### config.mk
export PLATFORM = sky130hd
export DESIGN_NAME = mdu_iter
export DESIGN_NICKNAME = d
export VERILOG_FILES = /design/src/rtl/mdu_iter_pkg.sv /design/src/rtl/mdu_divider.sv /design/src/rtl/mdu_iter.sv
export SDC_FILE = /design/constraint.sdc
export NUM_CORES = 2
export LEC_CHECK = 0
export ABC_CLOCK_PERIOD_IN_PS = 10200
export CAP_MARGIN = 20
export CORE_MARGIN = 2
export CORE_UTILIZATION = 57
export DETAILED_ROUTE_END_ITERATION = 8
export PLACE_DENSITY = 0.84
export SYNTH_ARGS = -nofsm -noshare
export SYNTH_HDL_FRONTEND = slang
export SYNTH_HIERARCHICAL = 1
export SYNTH_SLANG_ARGS = --single-unit
### constraint.sdc
create_clock -name clk_i -period 10.2 [get_ports clk_i]
set_clock_uncertainty 0.05 [all_clocks]
set_input_delay 2.04 -clock clk_i [delete_from_list [all_inputs] [get_ports clk_i]]
set_output_delay 2.04 -clock clk_i [all_outputs]
set_load 0.01 [all_outputs]
### src/rtl/mdu_iter_pkg.sv
// Shared types for the iterative multiply/divide unit: operation codes, FSM states
// and operation-class helpers.
package mdu_iter_pkg;

  typedef enum logic [3:0] {
    MDU_NOP      = 4'd0,
    MDU_OP_MUL   = 4'd1,
    MDU_OP_MULW  = 4'd2,
    MDU_OP_DIV   = 4'd3,
    MDU_OP_DIVU  = 4'd4,
    MDU_OP_REM   = 4'd5,
    MDU_OP_REMU  = 4'd6,
    MDU_OP_DIVW  = 4'd7,
    MDU_OP_DIVUW = 4'd8,
    MDU_OP_REMW  = 4'd9,
    MDU_OP_REMUW = 4'd10
  } mdu_op_t;

  typedef enum logic [1:0] {
    MDU_IDLE,
    MDU_MUL,
    MDU_DIV,
    MDU_DONE
  } mdu_state_t;

  localparam int unsigned MDU_MUL_STEP_DEFAULT = 4;

  // Codes outside the table are treated like MDU_NOP and never accepted.
  function automatic logic op_supported(mdu_op_t op);
    return op inside {MDU_OP_MUL, MDU_OP_MULW, MDU_OP_DIV, MDU_OP_DIVU, MDU_OP_REM,
                      MDU_OP_REMU, MDU_OP_DIVW, MDU_OP_DIVUW, MDU_OP_REMW, MDU_OP_REMUW};
  endfunction

  function automatic logic op_is_mul(mdu_op_t op);
    return op inside {MDU_OP_MUL, MDU_OP_MULW};
  endfunction

  function automatic logic op_is_word(mdu_op_t op);
    return op inside {MDU_OP_MULW, MDU_OP_DIVW, MDU_OP_DIVUW, MDU_OP_REMW, MDU_OP_REMUW};
  endfunction

  function automatic logic op_is_signed(mdu_op_t op);
    return op inside {MDU_OP_DIV, MDU_OP_REM, MDU_OP_DIVW, MDU_OP_REMW};
  endfunction

  function automatic logic op_is_rem(mdu_op_t op);
    return op inside {MDU_OP_REM, MDU_OP_REMU, MDU_OP_REMW, MDU_OP_REMUW};
  endfunction

endpackage

### src/rtl/mdu_divider.sv
// Serial restoring unsigned divider: one quotient bit per cycle after start_i,
// done_o pulses for one cycle once all bits are produced.
module mdu_divider #(
  parameter int unsigned XLEN = 64
) (
  input  logic            clk_i,
  input  logic            reset_ni,
  input  logic            start_i,
  input  logic [XLEN-1:0] dividend_i,
  input  logic [XLEN-1:0] divisor_i,
  input  logic            word_i,
  output logic [XLEN-1:0] quotient_o,
  output logic [XLEN-1:0] remainder_o,
  output logic            done_o
);

  localparam int unsigned CntW = $clog2(XLEN + 1);

  logic [XLEN-1:0] quo_q, quo_d;
  logic [XLEN-1:0] rem_q, rem_d;
  logic [XLEN-1:0] dsr_q, dsr_d;
  logic [CntW-1:0] cnt_q, cnt_d;
  logic            busy_q, busy_d;
  logic            done_q, done_d;
  logic            word_q, word_d;
  logic [XLEN:0]   shifted;
  logic [XLEN:0]   trial;

  always_comb begin
    quo_d   = quo_q;
    rem_d   = rem_q;
    dsr_d   = dsr_q;
    cnt_d   = cnt_q;
    busy_d  = busy_q;
    word_d  = word_q;
    done_d  = 1'b0;
    shifted = {rem_q, quo_q[XLEN-1]};
    // A borrow out of the top bit means the divisor does not fit: restore.
    trial   = shifted - {1'b0, dsr_q};
    if (start_i) begin
      // Word ops park the 32-bit dividend in the top half so its MSB shifts out first.
      quo_d  = word_i ? (dividend_i << (XLEN - 32)) : dividend_i;
      rem_d  = '0;
      dsr_d  = divisor_i;
      cnt_d  = word_i ? CntW'(32) : CntW'(XLEN);
      busy_d = 1'b1;
      word_d = word_i;
    end else if (busy_q) begin
      rem_d = trial[XLEN] ? shifted[XLEN-1:0] : trial[XLEN-1:0];
      quo_d = {quo_q[XLEN-2:0], ~trial[XLEN]};
      cnt_d = cnt_q - CntW'(1);
      if (cnt_q == CntW'(1)) begin
        busy_d = 1'b0;
        done_d = 1'b1;
      end
    end
  end

  always_ff @(posedge clk_i or negedge reset_ni) begin
    if (!reset_ni) begin
      quo_q  <= '0;
      rem_q  <= '0;
      dsr_q  <= '0;
      cnt_q  <= '0;
      busy_q <= 1'b0;
      done_q <= 1'b0;
      word_q <= 1'b0;
    end else begin
      quo_q  <= quo_d;
      rem_q  <= rem_d;
      dsr_q  <= dsr_d;
      cnt_q  <= cnt_d;
      busy_q <= busy_d;
      done_q <= done_d;
      word_q <= word_d;
    end
  end

  always_comb begin
    quotient_o = quo_q;
    if (word_q) begin
      quotient_o          = '0;
      quotient_o[31:0]    = quo_q[31:0];
    end
  end

  assign remainder_o = rem_q;
  assign done_o      = done_q;

endmodule

### src/rtl/mdu_iter.sv
// Iterative multiply/divide unit: shift-add multiplier retiring MUL_STEP bits per
// cycle, serial restoring divider, valid/ready on both sides and a flush.
module mdu_iter
  import mdu_iter_pkg::*;
#(
  parameter int unsigned XLEN     = 64,
  parameter int unsigned MUL_STEP = MDU_MUL_STEP_DEFAULT
) (
  input  logic            clk_i,
  input  logic            reset_ni,
  input  logic            in_valid_i,
  output logic            in_ready_o,
  input  logic [3:0]      in_op_i,
  input  logic [XLEN-1:0] in_a_i,
  input  logic [XLEN-1:0] in_b_i,
  input  logic            flush_i,
  output logic            out_valid_o,
  input  logic            out_ready_i,
  output logic [XLEN-1:0] out_result_o
);

  localparam int unsigned CntW        = $clog2(XLEN / MUL_STEP + 1);
  localparam logic [CntW-1:0] MulCycles  = CntW'(XLEN / MUL_STEP);
  localparam logic [CntW-1:0] MulCyclesW = CntW'(32 / MUL_STEP);

  function automatic logic [XLEN-1:0] sext32(logic [31:0] v);
    logic [XLEN-1:0] r;
    r       = v[31] ? '1 : '0;
    r[31:0] = v;
    return r;
  endfunction

  function automatic logic [XLEN-1:0] zext32(logic [31:0] v);
    logic [XLEN-1:0] r;
    r       = '0;
    r[31:0] = v;
    return r;
  endfunction

  mdu_state_t      state_q, state_d;
  mdu_op_t         op_q, op_d;
  logic [XLEN-1:0] a_q, a_d;
  logic [XLEN-1:0] b_q, b_d;
  logic [XLEN-1:0] acc_q, acc_d;
  logic [XLEN-1:0] result_q, result_d;
  logic [CntW-1:0] cnt_q, cnt_d;
  logic            div_first_q, div_first_d;

  mdu_op_t         op_in;
  logic            in_w, in_s, in_rem;
  logic [XLEN-1:0] a_prep, b_prep, min_val;
  logic            div_zero, div_ovf;
  logic [XLEN-1:0] early_quo, early_rem;

  logic            op_w, op_s;
  logic [XLEN-1:0] pp;
  logic [XLEN-1:0] a_abs, b_abs;
  logic            div_start, div_done;
  logic [XLEN-1:0] div_quo, div_rem;
  logic [XLEN-1:0] fix_quo, fix_rem, fix_raw;

  // Operand preparation and divide special cases, evaluated on the offered op.
  always_comb begin
    op_in   = mdu_op_t'(in_op_i);
    in_w    = op_is_word(op_in);
    in_s    = op_is_signed(op_in);
    in_rem  = op_is_rem(op_in);
    a_prep  = in_a_i;
    b_prep  = in_b_i;
    if (in_w) begin
      a_prep = in_s ? sext32(in_a_i[31:0]) : zext32(in_a_i[31:0]);
      b_prep = in_s ? sext32(in_b_i[31:0]) : zext32(in_b_i[31:0]);
    end
    min_val           = '0;
    min_val[XLEN-1]   = 1'b1;
    if (in_w) min_val = sext32(32'h8000_0000);
    div_zero  = (b_prep == '0);
    div_ovf   = in_s && (a_prep == min_val) && (b_prep == '1);
    early_quo = div_zero ? '1 : a_prep;
    early_rem = div_zero ? (in_w ? sext32(in_a_i[31:0]) : in_a_i) : '0;
  end

  always_comb begin
    pp = '0;
    for (int unsigned i = 0; i < MUL_STEP; i++) begin
      if (b_q[i]) pp = pp + (a_q << i);
    end
  end

  always_comb begin
    op_w    = op_is_word(op_q);
    op_s    = op_is_signed(op_q);
    a_abs   = (op_s && a_q[XLEN-1]) ? -a_q : a_q;
    b_abs   = (op_s && b_q[XLEN-1]) ? -b_q : b_q;
    fix_quo = (op_s && (a_q[XLEN-1] ^ b_q[XLEN-1])) ? -div_quo : div_quo;
    fix_rem = (op_s && a_q[XLEN-1]) ? -div_rem : div_rem;
    fix_raw = op_is_rem(op_q) ? fix_rem : fix_quo;
  end

  mdu_divider #(
    .XLEN(XLEN)
  ) u_divider (
    .clk_i      (clk_i),
    .reset_ni   (reset_ni),
    .start_i    (div_start),
    .dividend_i (a_abs),
    .divisor_i  (b_abs),
    .word_i     (op_w),
    .quotient_o (div_quo),
    .remainder_o(div_rem),
    .done_o     (div_done)
  );

  always_comb begin
    state_d     = state_q;
    op_d        = op_q;
    a_d         = a_q;
    b_d         = b_q;
    acc_d       = acc_q;
    result_d    = result_q;
    cnt_d       = cnt_q;
    div_first_d = div_first_q;
    div_start   = 1'b0;
    if (flush_i) begin
      state_d     = MDU_IDLE;
      div_first_d = 1'b0;
    end else begin
      unique case (state_q)
        MDU_IDLE: begin
          if (in_valid_i && op_supported(op_in)) begin
            op_d  = op_in;
            a_d   = a_prep;
            b_d   = b_prep;
            acc_d = '0;
            if (op_is_mul(op_in)) begin
              state_d = MDU_MUL;
              cnt_d   = in_w ? MulCyclesW : MulCycles;
            end else if (div_zero || div_ovf) begin
              state_d  = MDU_DONE;
              result_d = in_rem ? early_rem : early_quo;
            end else begin
              state_d     = MDU_DIV;
              div_first_d = 1'b1;
            end
          end
        end
        MDU_MUL: begin
          if (cnt_q != '0) begin
            acc_d = acc_q + pp;
            a_d   = a_q << MUL_STEP;
            b_d   = b_q >> MUL_STEP;
            cnt_d = cnt_q - CntW'(1);
          end else begin
            result_d = op_w ? sext32(acc_q[31:0]) : acc_q;
            state_d  = MDU_DONE;
          end
        end
        MDU_DIV: begin
          // First cycle hands absolute values to the core; the cycle after its
          // done pulse applies the signs.
          if (div_first_q) begin
            div_start   = 1'b1;
            div_first_d = 1'b0;
          end else if (div_done) begin
            result_d = op_w ? sext32(fix_raw[31:0]) : fix_raw;
            state_d  = MDU_DONE;
          end
        end
        MDU_DONE: begin
          if (out_ready_i) state_d = MDU_IDLE;
        end
        default: state_d = MDU_IDLE;
      endcase
    end
  end

  always_ff @(posedge clk_i or negedge reset_ni) begin
    if (!reset_ni) begin
      state_q     <= MDU_IDLE;
      op_q        <= MDU_NOP;
      a_q         <= '0;
      b_q         <= '0;
      acc_q       <= '0;
      result_q    <= '0;
      cnt_q       <= '0;
      div_first_q <= 1'b0;
    end else begin
      state_q     <= state_d;
      op_q        <= op_d;
      a_q         <= a_d;
      b_q         <= b_d;
      acc_q       <= acc_d;
      result_q    <= result_d;
      cnt_q       <= cnt_d;
      div_first_q <= div_first_d;
    end
  end

  assign in_ready_o   = (state_q == MDU_IDLE);
  assign out_valid_o  = (state_q == MDU_DONE);
  assign out_result_o = result_q;

endmodule

Word level (Yosys, flattened, before mapping)
Cells that the tools add are included.
W data, S select, Z words.
{"block": "op_classes", "add_sub_neg": 11, "n_eq_ne": 39, "muxes": 78, "n_bitwise": 3, "reduce_logical": 28}
{"op": "$mux W64", "count": 42}
{"op": "$pmux W64 S2", "count": 3}
{"op": "$add A64 B64 Y64", "count": 4}
{"op": "$neg A64 Y64", "count": 4}
{"op": "$pmux W64 S3", "count": 1}
{"op": "$sub A65 B64 Y65", "count": 1}
{"op": "$eq A64 B64 Y1", "count": 1}
{"op": "$eq A64 B64 Y1 const B", "count": 1}
{"op": "$logic_not A64 Y1", "count": 1}
{"op": "$mux W63", "count": 1}
{"op": "$eq A4 B3 Y1 const B", "count": 7}
{"op": "$eq A4 B4 Y1 const B", "count": 6}
{"op": "$mux W7", "count": 3}
{"op": "$mux W5", "count": 4}
{"op": "$eq A4 B2 Y1 const B", "count": 4}
{"op": "$reduce_bool A4 Y1", "count": 4}
{"op": "$reduce_bool A5 Y1", "count": 3}
{"op": "$mux W1", "count": 14}
{"op": "$mux W2", "count": 7}
{"op": "$ne A3 B3 Y1 const B", "count": 4}
{"op": "$pmux W5 S2", "count": 1}
{"op": "$reduce_and A5 Y1", "count": 2}
{"op": "$reduce_bool A10 Y1", "count": 1}
{"op": "$ne A2 B1 Y1 const B", "count": 4}
{"op": "21 further kinds", "count": 36}
{"block": "word_totals", "regBits": 470, "inputBits": 137, "out_inout_bits": 66, "elab_cells": 174}

Logic depth before layout (Yosys ltp)
{"block": "depth", "depth_word": 13, "depth_mapped": 61, "depth_no_buf": 55}

Cells and area by module
The synthesis kept the hierarchy.
{"mod": "mdu_iter", "n_inst": 1, "cells_each": 4911, "area_each_um2": 35804.3, "seq_area_each_um2": 6706.4}
{"mod": "mdu_divider", "n_inst": 1, "cells_each": 1672, "area_each_um2": 13852.0, "seq_area_each_um2": 5054.8}

Least setup slack after synthesis
No wires, ideal clock.
{"block": "synth_timing", "path_type": "register -> register", "from": "register b_q[0]", "to": "register acc_q[63]", "setup_ps": 121, "arrival_time_ps": 10849, "required_time_ps": 10029, "slack_ps": -820, "stages_incl_launch_ff": 60, "path_buffers": 7, "synth_period_minus_slack_ps": 11020, "cell_sequence": "dfrtp_1 buf_2 buf_4 clkbuf_1 clkbuf_1 clkbuf_1 nand2_1 inv_1 ha_1 inv_1 fa_1 o31a_1 a32o_1 nor2_1 a311o_1 nand2_1 nand2_1 xor2_1 [... 24 more ...] a2bb2oi_1 a221oi_1 xnor2_1 mux2_2 ha_1 a21oi_1 o21ai_0 a21oi_1 nor2_1 a211oi_1 o41ai_1 a41o_1 a31o_2 a221oi_1 xnor2_1 xnor2_1 xor3_1 a22o_1"}
{"block": "synth_via", "elab_chain_len": 10}
{"item": "start: declaration", "line": "mdu_iter.sv:43", "text": "logic [XLEN-1:0] b_q, b_d;"}
{"item": "start signal: assignment", "line": "mdu_iter.sv:182", "text": "b_q <= '0;"}
{"item": "start signal: assignment", "line": "mdu_iter.sv:191", "text": "b_q <= b_d;"}
{"item": "$mux W64 *", "line": "mdu_iter.sv:86", "text": "if (b_q[i]) pp = pp + (a_q << i);"}
{"item": "$add A64 B64 Y64", "line": "mdu_iter.sv:86"}
{"item": "$mux W64 *", "line": "mdu_iter.sv:86"}
{"item": "$add A64 B64 Y64", "line": "mdu_iter.sv:86"}
{"item": "$mux W64 *", "line": "mdu_iter.sv:86"}
{"item": "$add A64 B64 Y64", "line": "mdu_iter.sv:86"}
{"item": "$mux W64 *", "line": "mdu_iter.sv:86"}
{"item": "$add A64 B64 Y64 *", "line": "mdu_iter.sv:149", "text": "acc_d = acc_q + pp;"}
{"item": "$mux W64 *", "line": "mdu_iter.sv:148", "text": "if (cnt_q != '0) begin"}
{"item": "$pmux W64 S2 *", "line": "mdu_iter.sv:128", "text": "unique case (state_q)"}
{"item": "end signal: assignment", "line": "mdu_iter.sv:183", "text": "acc_q <= '0;"}
{"item": "end signal: assignment", "line": "mdu_iter.sv:192", "text": "acc_q <= acc_d;"}
{"item": "end: declaration", "line": "mdu_iter.sv:44", "text": "logic [XLEN-1:0] acc_q, acc_d;"}
Mark *: on every way between the ends. The rest lies on a longest branch, timed or not. The select of a mux whose other input is x is not followed.
A chain may end at the register's enable or synchronous reset.

Worst setup path in the final report
Same ends and word-level chain as after synthesis.

==> flow_summary.json <==
{
  "fin_nets": 7123,
  "ioPinCount": 203,
  "wl_per_cell_microns": 24.5,
  "via_per_inst": 6.67,
  "fmax_mhz": 97.9,
  "clk_latency_ns": 0.64,
  "design_area_sq_um": 55900,
  "totalWireLength_mm": 193,
  "synthMuxAreaShare_pct": 5.06,
  "postPlaceCellArea_sq_um": 53400,
  "synth-seq-cells": 470,
  "synth_cells": 6583,
  "synth-simple-area-share_pct": 19.5,
  "synth_top_family_by_area": "compound AO/OA/AOI/OAI gates",
  "final_common_cell": "nand2_1",
  "synthDistinctLibCells": 102,
  "drv_slew": 0,
  "chipWidth_microns": 299,
  "dp_cells": 7738,
  "dr.pass1.iters": 8,
  "ys_warn_count": 6,
  "clock_path_buffers": 3,
  "period_needed_ns": 10.21,
  "rsz0062_at_grt": "yes",
  "cp-end-kind": "flop",
  "layout_common_cells": "820 x nand2_1, 649 x a21oi_1, 490 x o21ai_0, 465 x dfrtp_1, 449 x nor2_1",
  "drc_errors": 0,
  "crit_path_start_kind": "flop",
  "final-hold-violation-count": 0,
  "synth_compound_area_share_pct": 28.1,
  "cts_root_buf": "clkbuf_16",
  "clk_pin_slew_ns": 0.06,
  "post-route-period-util_pct": 100,
  "path_class": "reg2reg",
  "grt_pass1_wl_mm": 288,
  "cts_sinks": 470,
  "synth-edff-count": 0,
  "portBuffers": 202,
  "cts_tree": "built",
  "coreArea_sq_um": 86500,
  "synth_top_area_share_pct": 23.7,
  "antenna_found_initial": 3,
  "ys_seq_area_share_pct": 23.7,
  "initialDrtViolationCount": 6892,
  "hp-class": "reg2reg",
  "grt_usage_pct": 41.3,
  "finalWorstSetupSlack_ns": -0.0101,
  "cp_top_family": "compound AO/OA/AOI/OAI gates",
  "cts_buffers": 51,
  "yosys-top-cells-area": "dfrtp_1 24%, ha_1 8.0%, a21oi_1 6.7%",
  "synthArstFlopShare_pct": 100,
  "syn_area_sq_um": 49700,
  "cts_hold_buffers": 0,
  "cp_slowest_cell": "or4_4",
  "gp_congestion": 1.05,
  "htree_levels": 2,
  "initial_core_util_pct": 57.4,
  "critPathBufInv": 6,
  "critPathMaxFanout": 23,
  "required_ns": 10.67,
  "status": "complete, but fails checks",
  "critPathArrivalTime_ns": 10.68,
  "timing.slew.headroom_pct": 24.0,
  "grt_pass1_vias": 47371,
  "tightest_slew_ns": 1.13,
  "drive_above_1_share_pct": 9.05,
  "grt_overflow": 0,
  "grt_max_degree": 135,
  "syn_to_final_growth_pct": 12.6,
  "stdcell_count": 7861,
  "violations": "negative setup slack",
  "avgSynthCellArea_sq_um": 7.54,
  "yosys.area.top_type": "dfrtp_1",
  "fp-row-count": 108,
  "synthFlopType": "dfrtp_1",
  "dpl.hpwl_mm": 149,
  "die_area_sq_um": 89500,
  "vias": 52470,
  "yosys.area_share.xor_xnor_pct": 9.34,
  "seqCellArea_sq_um": 11800,
  "finalSetupViolations": 1,
  "cp_common_cell": "buf_4",
  "multi_input_area_sq_um": 35800,
  "synthAdderAreaFrac_pct": 8.72,
  "synthesis.nets": 7043,
  "antenna_left": 0,
  "slowest_delay_ns": 0.57,
  "die_h_microns": 299,
  "nFillCells": 7648,
  "drv_cap": 0
}
## flip-flops by register name, summed over array words and instances (netlist names)
signal                 count
u_divider/dsr_q           64
u_divider/busy_q           1
state_q                    2
out_result_o              64
u_divider/done_o           1
op_q                       4
u_divider/word_q           1
u_divider/quo_q           64
b_q                       64
cnt_q                      5
u_divider/remainder_o     64
u_divider/cnt_q            7
acc_q                     64
a_q                       64
div_first_q                1
## metrics by stage
stage / worst slack (ns) / hold slack (ns) / utilization (%) / setup TNS (ns)
floorplan: 0.0173 / 0.418 / - / 0
global placement: 0.166 / 0.412 / 61.7 / 0
detailed placement: -0.114 / 0.420 / 61.8 / -0.114
CTS: 0.00308 / 0.434 / 64.0 / 0
global route: -0.427 / 0.452 / 64.7 / -0.769
finish: -0.0101 / 0.429 / 64.7 / -0.0101
## synth_stat cells (all sizes together) (54+ instances only)
master and n:
o31ai 89, xor2 220, a311oi 54, a21o 224, nor2 456, a31oi 71
a211oi 110, clkbuf 360, dfrtp 470, nor3 100, nand2 823, mux2i 152
a22o 72, o21ai 595, nand3 109, nor2b 106, ha 318, a21oi 670
and2 59, nor4 68, mux2 88, xnor2 307, buf 103, inv 235
nand4 109
## cells by family after synthesis
logic type / count (synthesis)
AND/OR/NAND/NOR: 2071
AO/OA/AOI/OAI: 2227
XOR/XNOR: 528
buffers and inverters: 699
flip-flops: 470
adder cells (fa/ha/maj): 348
multiplexers: 240
## final timing paths
check / from / endpoint / cells past startpoint / slack [ns]
worst max-delay path: b_q[0] / acc_q[63] / 51 / -0.01
worst min-delay path: out_result_o[5] / out_result_o[5] / 2 / 0.43
worst max register to register: b_q[0] / acc_q[63] / 51 / -0.01
worst min register to register: out_result_o[5] / out_result_o[5] / 2 / 0.43
max in group asynchronous: reset_ni / b_q[3] / 3 / 6.63
min in group asynchronous: reset_ni / u_divider/dsr_q[13] / 1 / 1.42
## layer usage
metal / up-vias / routed length [microns] / global-route usage (%)
met4: 10 / 9340 / 17.2
met2: 3109 / 78400 / 58.6
met5: - / 256 / 0.794
met1: 24899 / 79500 / 57.2
met3: 494 / 25400 / 13.7
li1: 23958 / - / -
## worst reg2reg max path, delay by kind of cell, from the launching register on
| kind | cells | cell delay (ns) |
|---|---|---|
| fa+ha+maj | 4 | 1.20 |
| xor+xnor | 6 | 0.91 |
| flops | 1 | 0.44 |
| buf+inv | 6 | 0.85 |
| compound gates | 21 | 4.08 |
| simple gates | 12 | 1.99 |
| mux | 2 | 0.57 |
## layout make-up
class	instances	share of cell area [%]
diodes	2	0.00895
clock buffers	77	2.76
clock inverters	17	0.445
inverters	236	1.58
multi-input cells	5414	64.0
flip-flops and latches	470	21.0
well taps	1155	2.58
repair buffers	490	7.60
## repair_timing
item	CTS	global route
resized for setup	11	89
cloned	1	0
setup endpoints to repair	1	14
pin swaps	7	22
setup buffers	4	20
Power is not shown: default switching activity piles up to over one toggle a cycle in this logic, so the estimate is an artifact.
